**config.mk**
```make
export PLATFORM = sky130hd
export DESIGN_NAME = fetch_unit
export DESIGN_NICKNAME = d
export VERILOG_FILES = /design/src/rtl/riscv_fetch_pkg.sv /design/src/rtl/fetch_buffer.sv /design/src/rtl/fetch_unit.sv
export SDC_FILE = /design/constraint.sdc
export NUM_CORES = 1
export LEC_CHECK = 0
export CAP_MARGIN = 20
export CORE_MARGIN = 10
export CORE_UTILIZATION = 50
export DETAILED_ROUTE_END_ITERATION = 8
export GPL_ROUTABILITY_DRIVEN = 0
export PLACE_DENSITY = 0.77
export SYNTH_ARGS = -nofsm -noshare
export SYNTH_HDL_FRONTEND = slang
export SYNTH_HIERARCHICAL = 1
export SYNTH_SLANG_ARGS = --single-unit
```
**constraint.sdc**
```tcl
create_clock -name clk -period 8.8 [get_ports clk]
set_input_delay 1.32 -clock clk [delete_from_list [all_inputs] [get_ports clk]]
set_output_delay 1.32 -clock clk [all_outputs]
set_load 0.005 [all_outputs]
```
**src/rtl/riscv_fetch_pkg.sv**
```systemverilog
// Shared types and constants for the instruction fetch stage.
// The optional perf counters are enabled with FETCH_PERF_EN.
package riscv_fetch_pkg;

  localparam int FETCH_XLEN = 32;
  localparam int FETCH_ILEN = 32;
  localparam int INST_BYTES = 4;

  typedef enum logic {
    BOOT,
    RUN
  } fetch_state_e;

  typedef struct packed {
    logic                  filled;
    logic [FETCH_XLEN-1:0] pc;
    logic [FETCH_ILEN-1:0] instr;
  } fetch_entry_t;

endpackage

```
**src/rtl/fetch_buffer.sv**
```systemverilog
// Circular reservation buffer: tail allocates, fill completes in order,
// head retires. Extra pointer bit distinguishes full from empty.
module fetch_buffer
  import riscv_fetch_pkg::*;
#(
  parameter int XLEN  = FETCH_XLEN,
  parameter int ILEN  = FETCH_ILEN,
  parameter int DEPTH = 4
) (
  input  logic                     clk,
  input  logic                     reset,
  input  logic                     alloc,
  input  logic [XLEN-1:0]          alloc_pc,
  input  logic                     fill,
  input  logic [ILEN-1:0]          fill_data,
  input  logic                     free,
  input  logic                     flush,
  output logic [XLEN-1:0]          head_pc,
  output logic [ILEN-1:0]          head_instr,
  output logic [$clog2(DEPTH):0]   count,
  output logic [$clog2(DEPTH):0]   inflight,
  output logic [$clog2(DEPTH):0]   filled
);

  localparam int AW = $clog2(DEPTH);
  localparam int CW = AW + 1;

  logic [CW-1:0]   head;
  logic [CW-1:0]   fptr;
  logic [CW-1:0]   tail;
  logic [XLEN-1:0] pc_q  [DEPTH];
  logic [ILEN-1:0] ins_q [DEPTH];

  assign count      = tail - head;
  assign inflight   = tail - fptr;
  assign filled     = fptr - head;
  assign head_pc    = pc_q[head[AW-1:0]];
  assign head_instr = ins_q[head[AW-1:0]];

  always_ff @(posedge clk or posedge reset) begin
    if (reset) begin
      head <= '0;
      fptr <= '0;
      tail <= '0;
      for (int i = 0; i < DEPTH; i++) begin
        pc_q[i]  <= '0;
        ins_q[i] <= '0;
      end
    end else if (flush) begin
      head <= '0;
      fptr <= '0;
      tail <= '0;
    end else begin
      if (alloc) begin
        pc_q[tail[AW-1:0]] <= alloc_pc;
        tail <= tail + CW'(1);
      end
      if (fill) begin
        ins_q[fptr[AW-1:0]] <= fill_data;
        fptr <= fptr + CW'(1);
      end
      if (free)
        head <= head + CW'(1);
    end
  end

endmodule

```
**src/rtl/fetch_unit.sv**
```systemverilog
// RISC-V fetch stage: PC, imem request port, reservation buffer, redirect.
// Define FETCH_PERF_EN to add perf_fetched/perf_stall/perf_flushed.
module fetch_unit
  import riscv_fetch_pkg::*;
#(
  parameter int XLEN  = FETCH_XLEN,
  parameter int ILEN  = FETCH_ILEN,
  parameter int DEPTH = 4
) (
  input  logic            clk,
  input  logic            reset,
  input  logic [XLEN-1:0] initial_address,
  input  logic            halt,
  input  logic            redirect_valid,
  input  logic [XLEN-1:0] redirect_target,
  output logic            imem_req_valid,
  input  logic            imem_req_ready,
  output logic [XLEN-1:0] imem_req_addr,
  input  logic            imem_rsp_valid,
  input  logic [ILEN-1:0] imem_rsp_data,
  output logic            inst_valid,
  input  logic            inst_ready,
  output logic [ILEN-1:0] instruction,
  output logic [XLEN-1:0] inst_pc,
`ifdef FETCH_PERF_EN
  output logic [31:0]     perf_fetched,
  output logic [31:0]     perf_stall,
  output logic [31:0]     perf_flushed,
`endif
  output logic            fetch_misaligned
);

  localparam int CW = $clog2(DEPTH) + 1;
  localparam logic [XLEN-1:0] ALIGN = ~XLEN'(INST_BYTES - 1);

  fetch_state_e    state;
  logic [XLEN-1:0] pc;
  logic [CW-1:0]   discard_cnt;
  logic [CW-1:0]   count;
  logic [CW-1:0]   inflight;
  logic [CW-1:0]   filled;
  logic [CW:0]     reserved;
  logic            run;
  logic            redir;
  logic            full;
  logic            req_fire;
  logic            drop;
  logic            fill_en;
  logic            hs;

  // Pending discards still occupy memory, so they count against DEPTH.
  assign reserved = {1'b0, count} + {1'b0, discard_cnt};
  assign full     = (reserved >= (CW+1)'(DEPTH));
  assign run      = (state == RUN);
  assign redir    = run && redirect_valid;

  assign imem_req_valid = run && !halt && !redirect_valid && !full;
  assign imem_req_addr  = pc;
  assign req_fire       = imem_req_valid && imem_req_ready;

  assign drop    = imem_rsp_valid && (redir || discard_cnt != '0);
  assign fill_en = imem_rsp_valid && !drop;

  assign inst_valid = (filled != '0);
  assign hs         = inst_valid && inst_ready;

  fetch_buffer #(
    .XLEN  (XLEN),
    .ILEN  (ILEN),
    .DEPTH (DEPTH)
  ) u_buf (
    .clk        (clk),
    .reset      (reset),
    .alloc      (req_fire),
    .alloc_pc   (pc),
    .fill       (fill_en),
    .fill_data  (imem_rsp_data),
    .free       (hs),
    .flush      (redir),
    .head_pc    (inst_pc),
    .head_instr (instruction),
    .count      (count),
    .inflight   (inflight),
    .filled     (filled)
  );

  always_ff @(posedge clk or posedge reset) begin
    if (reset) begin
      state            <= BOOT;
      pc               <= '0;
      discard_cnt      <= '0;
      fetch_misaligned <= 1'b0;
    end else begin
      fetch_misaligned <= redir && (redirect_target[1:0] != 2'b00);
      unique case (state)
        BOOT: begin
          pc    <= initial_address & ALIGN;
          state <= RUN;
        end
        RUN: begin
          if (redir)
            pc <= redirect_target & ALIGN;
          else if (req_fire)
            pc <= pc + XLEN'(INST_BYTES);
        end
        default: state <= BOOT;
      endcase
      // A response landing in the redirect cycle consumes one discard.
      if (redir)
        discard_cnt <= discard_cnt + inflight
                     - CW'(imem_rsp_valid);
      else if (drop)
        discard_cnt <= discard_cnt - CW'(1);
    end
  end

`ifdef FETCH_PERF_EN
  always_ff @(posedge clk or posedge reset) begin
    if (reset) begin
      perf_fetched <= '0;
      perf_stall   <= '0;
      perf_flushed <= '0;
    end else begin
      perf_fetched <= perf_fetched + 32'(hs);
      if (run && ((imem_req_valid && !imem_req_ready) || full))
        perf_stall <= perf_stall + 32'd1;
      perf_flushed <= perf_flushed + 32'(drop)
                    + (redir ? 32'(filled - CW'(hs)) : 32'd0);
    end
  end
`endif

endmodule
```
After elaboration in Yosys (flattened, before gate mapping)
Cells that the tools add are included.

operators by class
  add/sub/neg operators = 11
  shift-type cells = 0
  equal/unequal tests = 1
  multipliers = 0
  $lt $le $gt $ge = 6
  div/mod/pow operators = 0
  multiplexer cells = 23
  bitwise operators = 5
  reductions and logical operators = 25

operators by type and width
  operator                 count
  $bwmux W128              2
  $mux W32                 8
  $bmux W32 S2             2
  $demux W32 S2            2
  $pmux W32 S2             1
  $add A32 B3 Y32 const B  1
  $mux W3                  8
  $logic_and A1 B1 Y1      11
  $reduce_bool A2 Y1       5
  $add A3 B1 Y3 const B    3
  $ge A3 B3 Y1 const B     3
  $not A2 Y3               3
  $sub A3 B3 Y3            3
  $lt A3 B1 Y1 const B     2
  $reduce_bool A3 Y1       2
  $add A3 B3 Y4            1
  $ge A4 B3 Y1 const B     1
  $logic_not A1 Y1         4
  $reduce_and A2 Y1        2
  $add A3 B3 Y3            1
  $ne A3 B1 Y1 const B     1
  $sub A3 B1 Y3            1
  $sub A3 B1 Y3 const B    1
  $not A1 Y1               2
  $logic_or A1 B1 Y1       1

storage, ports and cells
  output and inout bits = 99
  bits in read-only memories = 0
  bits in writable memories = 0
  memories = 0
  latch bits = 0
  register bits after elaboration = 302

Depth between registers and ports, before layout
Gate-level depths: netlist of run 1.

  depth after elaboration = 9
  depth in mapped cells = 13
  gate-level depth less buffers = 11

Cells and area by module
The synthesis of run 1 kept the hierarchy.

modules (own cells, without submodules)
  module        cells an instance  instances  area each (sq um)  seq. area each (sq um)
  fetch_buffer  687                1          12,022.8           6,631.4
  fetch_unit    343                1          2,721.4            875.8

Worst setup path after synthesis of run 1
OpenSTA, ideal clock, no wires.

  path kind = register to output
  start point = register u_buf.tail[0]
  end point = output port imem_req_valid
  buffers on the path = 0
  cell stages (with the launch flop) = 9
  required time = 7.480 ns
  path slack = 5.396 ns
  arrival = 2.084 ns
  cell sequence = dfrtp_1 inv_1 ha_1 fa_1 xnor2_1 xnor2_1 ha_1 nor4_1 and3_1

on the way
  longest elaborated chain between the ends = 5

RTL lines
  what                      line                text
  start: declaration        fetch_buffer.sv:30  logic [CW-1:0] tail;
  start signal: assignment  fetch_buffer.sv:56  tail <= tail + CW'(1);
  $sub A3 B3 Y3             fetch_buffer.sv:34  assign count = tail - head;
  named net count[2]        fetch_unit.sv:39    logic [CW-1:0] count;
  $add A3 B3 Y4             fetch_unit.sv:52    assign reserved = {1'b0, count} + {1'b0, discard_cnt};
  $ge A4 B3 Y1              fetch_unit.sv:53    assign full = (reserved >= (CW+1)'(DEPTH));
  $logic_not A1 Y1          fetch_unit.sv:57    assign imem_req_valid = run && !halt && !redirect_valid && !full;
  $logic_and A1 B1 Y1       fetch_unit.sv:57
  end: declaration          fetch_unit.sv:16    output logic imem_req_valid,

The timed path passes the listed nets, and every way through them passes these cells.

Worst setup path after layout of run 1
  start point = input port redirect_valid
  end point = register u_buf/ins_q[9] (netlist name)

on the way
  longest elaborated chain between the ends = 6

RTL lines
  what                                line                text
  start: declaration                  fetch_unit.sv:14    input logic redirect_valid,
  $logic_and A1 B1 Y1                 fetch_unit.sv:55    assign redir = run && redirect_valid;
  named net redir                     fetch_unit.sv:44    logic redir;
  $logic_or A1 B1 Y1                  fetch_unit.sv:61    assign drop = imem_rsp_valid && (redir || discard_cnt != '0);
  $logic_and A1 B1 Y1                 fetch_unit.sv:61
  $logic_not A1 Y1                    fetch_unit.sv:62    assign fill_en = imem_rsp_valid && !drop;
  $logic_and A1 B1 Y1                 fetch_unit.sv:62
  named net fill_en                   fetch_unit.sv:48    logic fill_en;
  $reduce_and A2 Y1 (no source line)  -
  end signal: indexed assignment      fetch_buffer.sv:59  ins_q[fptr[AW-1:0]] <= fill_data;
  end: declaration                    fetch_buffer.sv:32  logic [ILEN-1:0] ins_q [DEPTH];

The timed path passes the listed nets, and every way through them passes these cells.
A chain may end at the register's enable or synchronous reset.

==> results of run 1 <==
==> sequential cells by signal (all words and copies together) (netlist names) <==
register          count
u_buf/tail            3
imem_req_addr        30
run                   1
u_buf/pc_q          128
fetch_misaligned      1
discard_cnt           3
u_buf/ins_q         128
u_buf/fptr            3
u_buf/head            3
==> kinds of logic after synthesis <==
| family | Yosys count | synth area share [%] |
|---|---|---|
| compound gates | 120 | 5.296 |
| mux | 324 | 30.36 |
| flops | 300 | 50.92 |
| other cells | 2 | 0.05094 |
| fa+ha+maj | 24 | 2.240 |
| xor+xnor | 16 | 0.9505 |
| simple gates | 158 | 6.178 |
| buf+inv | 86 | 4.005 |
==> per-stage QoR <==
step | setup WS, ps | hold slack [ps] | total power, µW
after detailed placement | 2570 | 487.3 | 3420
after global placement | 2552 | 481.3 | 3376
final | 3181 | 497.7 | 4793
after floorplan | 183.1 | 473.8 | 2797
after CTS | 3102 | 500.2 | 4856
after global routing | 2776 | 509.3 | 5070
==> metal layers <==
| layer | part of all wire, % | vias up | GRT usage [%] |
|---|---|---|---|
| li1 | - | 4217 | - |
| met1 | 41 | 4928 | 24.37 |
| met4 | 1.8 | 2 | 5.228 |
| met2 | 49 | 295 | 32.17 |
| met5 | 0.056 | - | 0 |
| met3 | 7.4 | 56 | 5.350 |
==> how the worst max path moves through the flow <==
stage / from / endpoint / depth (start not counted)
2_1_floorplan: reset / u_buf/fptr[0]$_DFFE_PP0P_ / 1
3_3_place_gp: redirect_valid / u_buf/ins_q[103]$_DFFE_PP0P_ / 6
3_5_place_dp: redirect_valid / u_buf/ins_q[103]$_DFFE_PP0P_ / 6
4_1_cts: u_buf/head[0]$_DFFE_PP0P_ / u_buf/pc_q[0]$_DFFE_PP0P_ / 10
5_1_grt: redirect_valid / u_buf/ins_q[120]$_DFFE_PP0P_ / 6
6_report: redirect_valid / u_buf/ins_q[9]$_DFFE_PP0P_ / 6
==> cell type report <==
type	count	area (µm²)
fill	2148	10960
sequential	300	7515
multi-input combinational	653	6686
timing repair buffer	204	2049
clock buffer	48	1016
tap	384	480.5
clock inverter	15	127.6
inverter	26	105.1
==> worst register-to-register path, stage by stage, from the launching register on <==
cell	delay [ps]
dfrtp_4	710
ha_1	320
fa_1	370
xnor2_1	170
xnor2_1	140
ha_1	250
nor4_1	450
nand3_1	640
nor2_1	820
nand3b_2	960
mux2_2	620
==> power by group through the flow <==
stage | clock [µW] | sequential [µW] | combinational [µW]
finish | 1410 | 1900 | 1480
global route | 1510 | 1940 | 1620
CTS | 1440 | 1900 | 1510
detailed placement | 0 | 1920 | 1500
global placement | 0 | 1900 | 1480
floorplan | 0 | 1800 | 994
==> cell usage in the layout, fill, tap and decap left out, drive strengths merged, types with 20 or more instances in the layout <==
| cell | count |
|---|---|
| clkbuf | 48 |
| nand2 | 40 |
| mux4 | 64 |
| clkdlybuf4s50 | 197 |
| dfrtp | 300 |
| mux2 | 256 |
| o21ai | 21 |
| inv | 26 |
| a21oi | 45 |
| nor2 | 28 |
| ha | 20 |
| and3 | 22 |
==> key figures, run 1 <==
Outcome
  – Status: finished, final reports clean

Critical path
  – Critical path required time: 9180 ps
  – Crit path buffers/inverters: 2
  – Worst setup EP type: flop
  – RR Endpoint: u_buf/pc_q[38]$_DFFE_PP0P_
  – Crit path kind: input pin to flop
  – Reg2Reg Depth: 10
  – CP delay by family, top: simple AND/OR/NAND/NOR gates
  – Crit-path cells: clkdlybuf4s50_1 -> nand2_1 -> clkinv_1 -> nor4b_2 -> nand3b_2 -> mux2_2
  – Max stage delay on crit path: 1110 ps
  – Crit path launch type: input pin
  – Slowest CP cell: nor4b_2
  – CP Max Fanout: 32
  – R2R setup slack: 3220 ps
  – CP arrival: 6000 ps
  – RR Startpoint: u_buf/head[0]$_DFFE_PP0P_

Placed design
  – Placed Area: 16,800 µm²
  – Final HPWL DP: 23.26 mm
  – Placed insts: 1,565
  – PortBufs: 197

Pwr
  – Clk network pwr share: 29.5%
  – Power Dens Cells: 266.6 nW/µm²
  – Max IR drop VDD: 0.1523 mV
  – Switch share: 28.62%
  – Seq pwr share: 39.6%
  – Leak: 0.008353 µW
  – Internal Power: 3421 µW
  – P_sw: 1372 µW
  – Logic pwr share: 31.0%

Timing
  – Fin Setup TNS: 0 ps
  – Final Cycle Share: 63.85%
  – Worst-Margin Slew: 1109 ps
  – Fmax: 178.0 MHz
  – Setup violators final: 0
  – Fin. max-slew vios: 0
  – RSZ-0062 raised after global routing: false
  – Hold Vio Cnt, Final: 0
  – Max transition margin: 25.66%
  – Clock Skews: 26.48 ps
  – Min Tclk post-route: 5619 ps

Floorplanning
  – Row Count: 62
  – DIE AREA: 36,760 µm²
  – Die Width: 191.7 µm
  – Die Y: 191.7 µm
  – IO Count: 202
  – Core ar.: 28,940 µm²
  – Starting Density: 50.96%

CTS
  – Post-CTS Setup Repair Bufs: 0
  – CTS H-tree depth: 2
  – Clock transition at path regs: 60 ps
  – Cts repair resizes: 0
  – Clk sinks: 300
  – TritonCTS clock tree: done
  – Max Root-Sink Buffers: 3
  – TritonCTS buffer count: 35
  – Worst skew pair latency: 520 ps
  – CTS hold repair buffers: 0
  – CTS Root Cell: clkbuf_16

Yosys
  – Leading area contributor after synthesis: dfrtp_1
  – Share of the synthesized area in the top cell type: 50.92%
  – Number of flops mapped to enable cells by yosys: 0
  – Most used DFF post-synth: dfrtp_1
  – Synth Cell Area: 14,740 µm²
  – Top-count cell post-synth: dfrtp_1
  – Asr flop ratio synth: 100.0%
  – Main area contributors after synthesis: dfrtp_1 51%, mux2_2 17%, mux4_2 9.8%
  – Most frequent cells after synthesis: 300 x dfrtp_1, 226 x mux2_2, 64 x mux4_2
  – Yosys warning count: 6
  – Distinct cells, synth: 64
  – Mapped Cells: 1,030
  – Seq cells post-synth: 300
  – Sequential cell area fraction in the yosys report: 50.92%
  – Avg Cell Area, Syn: 14.31 µm²

Worst hold path
  – Hold path depth: 1
  – Worst Hold Class: flop to flop
  – Min-delay src: u_buf/ins_q[83]$_DFFE_PP0P_
  – Worst Hold Endpoint: u_buf/ins_q[83]$_DFFE_PP0P_

Global route
  – Total Routing Usage GR: 19.34%
  – Vias in the first global route: 10,119
  – First-pass GRT wire length: 56.61 mm
  – Initial antenna violation count: 2
  – Total grt overflow: 0
  – Pin count of the biggest net entering global routing: 119

Finish
  – Finished Cell Area: 17,980 µm²
  – Nets@finish: 1,347
  – Post-Route Utilization: 62.14%
  – Layout area overhead: 21.94%
  – Diode count: 0
  – Fraction of layout cells with a size suffix above 1: 32.83%
  – Finished Layout Cells: 1,630

Drt
  – 1st-iter DRT viols: 687
  – ANT nets after route: 0
  – Vias/cell: 5.827
  – Routed Wire Length: 35.59 mm
  – Router iterations before antenna repair: 4
  – Wire length per cell: 21.84 µm
  – Via Count: 9,498
  – DRC: 0

Job
  – Max-cap violations: 0
Note: power is estimated with default switching activity, not from simulation.
==> run 2: changes to the inputs <==
- CORE_UTILIZATION: 50 -> 56
- PLACE_DENSITY: 0.77 -> 0.81
- clock period: 8.8 -> 5.2 ns (I/O delays scaled with it)
==> key figures, run 2 (synthesis results as in run 1) <==
Timing
  – Fin. max-slew vios: 0
  – WHS: 498.0 ps
  – Final Cycle Share: 83.16%
  – Setup violators final: 0
  – Fmax: 231.3 MHz
  – RSZ-0062 raised after global routing: false
  – Clock Skews: 16.81 ps
  – Max transition margin: 27.89%
  – Final setup margin: 875.9 ps
  – Hold Vio Cnt, Final: 0
  – Fin Setup TNS: 0 ps
  – Worst-Margin Slew: 1076 ps
  – Min Tclk post-route: 4324 ps

Pwr
  – Leak: 0.008416 µW
  – Max IR drop VDD: 0.3604 mV
  – Power Dens Cells: 456.4 nW/µm²
  – Post-route total power: 8233 µW

CTS
  – CTS Root Cell: clkbuf_16
  – TritonCTS buffer count: 34
  – Clock transition at path regs: 60 ps
  – Post-CTS Setup Repair Bufs: 0
  – Clk sinks: 300
  – Cts repair resizes: 0
  – TritonCTS clock tree: done
  – CTS hold repair buffers: 0
  – CTS H-tree depth: 2
  – Worst skew pair latency: 510 ps
  – Max Root-Sink Buffers: 3

Global route
  – Total Routing Usage GR: 21.51%
  – Total grt overflow: 0
  – Pin count of the biggest net entering global routing: 159
  – Vias in the first global route: 10,151
  – Met1 Use GR: 27.97%
  – First-pass GRT wire length: 57.34 mm
  – Grt peak-use layer: met2
  – Met3 usage: 5.341%
  – M2 GR Usage: 35.81%
  – Initial antenna violation count: 2

Finish
  – Post-Route Utilization: 69.41%
  – Most frequent cells in the layout: 298 x dfrtp_1, 226 x mux2_2, 197 x clkdlybuf4s50_1, 64 x mux4_2, 45 x a21oi_1
  – Nets@finish: 1,360
  – Commonest non-fill, non-tap cell in the layout: dfrtp_1
  – FILL cells: 1,819
  – Fraction of layout cells with a size suffix above 1: 33.25%
  – Layout area overhead: 22.34%

Floorplanning
  – IO Count: 202
  – Die Width: 182.3 µm
  – Row Count: 59
  – Starting Density: 56.74%
  – DIE AREA: 33,220 µm²
  – Die Y: 182.3 µm
  – Core ar.: 25,980 µm²

Placed design
  – PortBufs: 197
  – Final HPWL DP: 23.46 mm
  – Pre-CTS WS: 953.5 ps

Critical path
  – CP arrival: 3540 ps
  – CP Max Fanout: 4
  – Critical path required time: 4420 ps
  – Crit path launch type: flop
  – Crit path kind: flop to output pin
  – Worst setup EP type: output pin

Drt
  – Routed Wire Length: 35.79 mm
  – ANT nets after route: 0
  – Via Count: 9,551
  – 1st-iter DRT viols: 738
  – Wire length per cell: 22.51 µm
  – Router iterations before antenna repair: 5
  – DRC: 0
  – Vias/cell: 6.007

Job
  – Max-cap violations: 0

Worst hold path
  – Worst Hold Class: flop to flop

Outcome
  – Status: finished, final reports clean
## run 2: critical path, cell delays in order (launching register included)
cell	delay, ps
dfrtp_1	410
inv_1	120
ha_1	210
fa_1	370
xnor2_1	190
xnor2_1	150
ha_1	250
nor4_1	490
and3_1	320
clkdlybuf4s50_1	530
## run 2: worst paths after layout
kind	startpoint	end	slack, ps	depth (start not counted)
max in group asynchronous	reset	u_buf/ins_q[70]$_DFFE_PP0P_	3610	3
worst min register to register	u_buf/ins_q[82]$_DFFE_PP0P_	u_buf/ins_q[82]$_DFFE_PP0P_	500	1
worst max register to register	u_buf/tail[0]$_DFFE_PP0P_	u_buf/pc_q[27]$_DFFE_PP0P_	920	14
worst max-delay path	u_buf/tail[0]$_DFFE_PP0P_	imem_req_valid	880	9
worst min-delay path	u_buf/ins_q[82]$_DFFE_PP0P_	u_buf/ins_q[82]$_DFFE_PP0P_	500	1
min in group asynchronous	reset	imem_req_addr[3]$_DFFE_PP0P_	780	3
## run 2: per-stage QoR
stage	instances	cell area (µm²)
after CTS	1589	18030
after floorplan	1039	14780
after global routing	1589	18030
after detailed placement	1532	16880
final	1590	18040
after global placement	1532	16880
## run 2: layout make-up
class                           instances  area [µm²]  share of cell area, %
Clock buffer                           49        1041                  5.771
Multi-Input combinational cell        653        6686                  37.07
Tap cell                              335       419.2                  2.324
Timing Repair Buffer                  218        2155                  11.95
Sequential cell                       300        7515                  41.66
Inverter                               26       101.3                 0.5619
Antenna cell                            1       2.502                0.01387
Clock inverter                          8       117.6                 0.6521
## run 2: where the power goes
part | internal, µW | switching, µW
registers | 2800 | 336
clock network | 1530 | 914
logic | 1590 | 1060
## run 2: routing by layer
layer,wire [µm],up-vias
met3,2497,37
met4,519,2
met5,8,-
li1,-,4247
met1,15020,4955
met2,17740,310
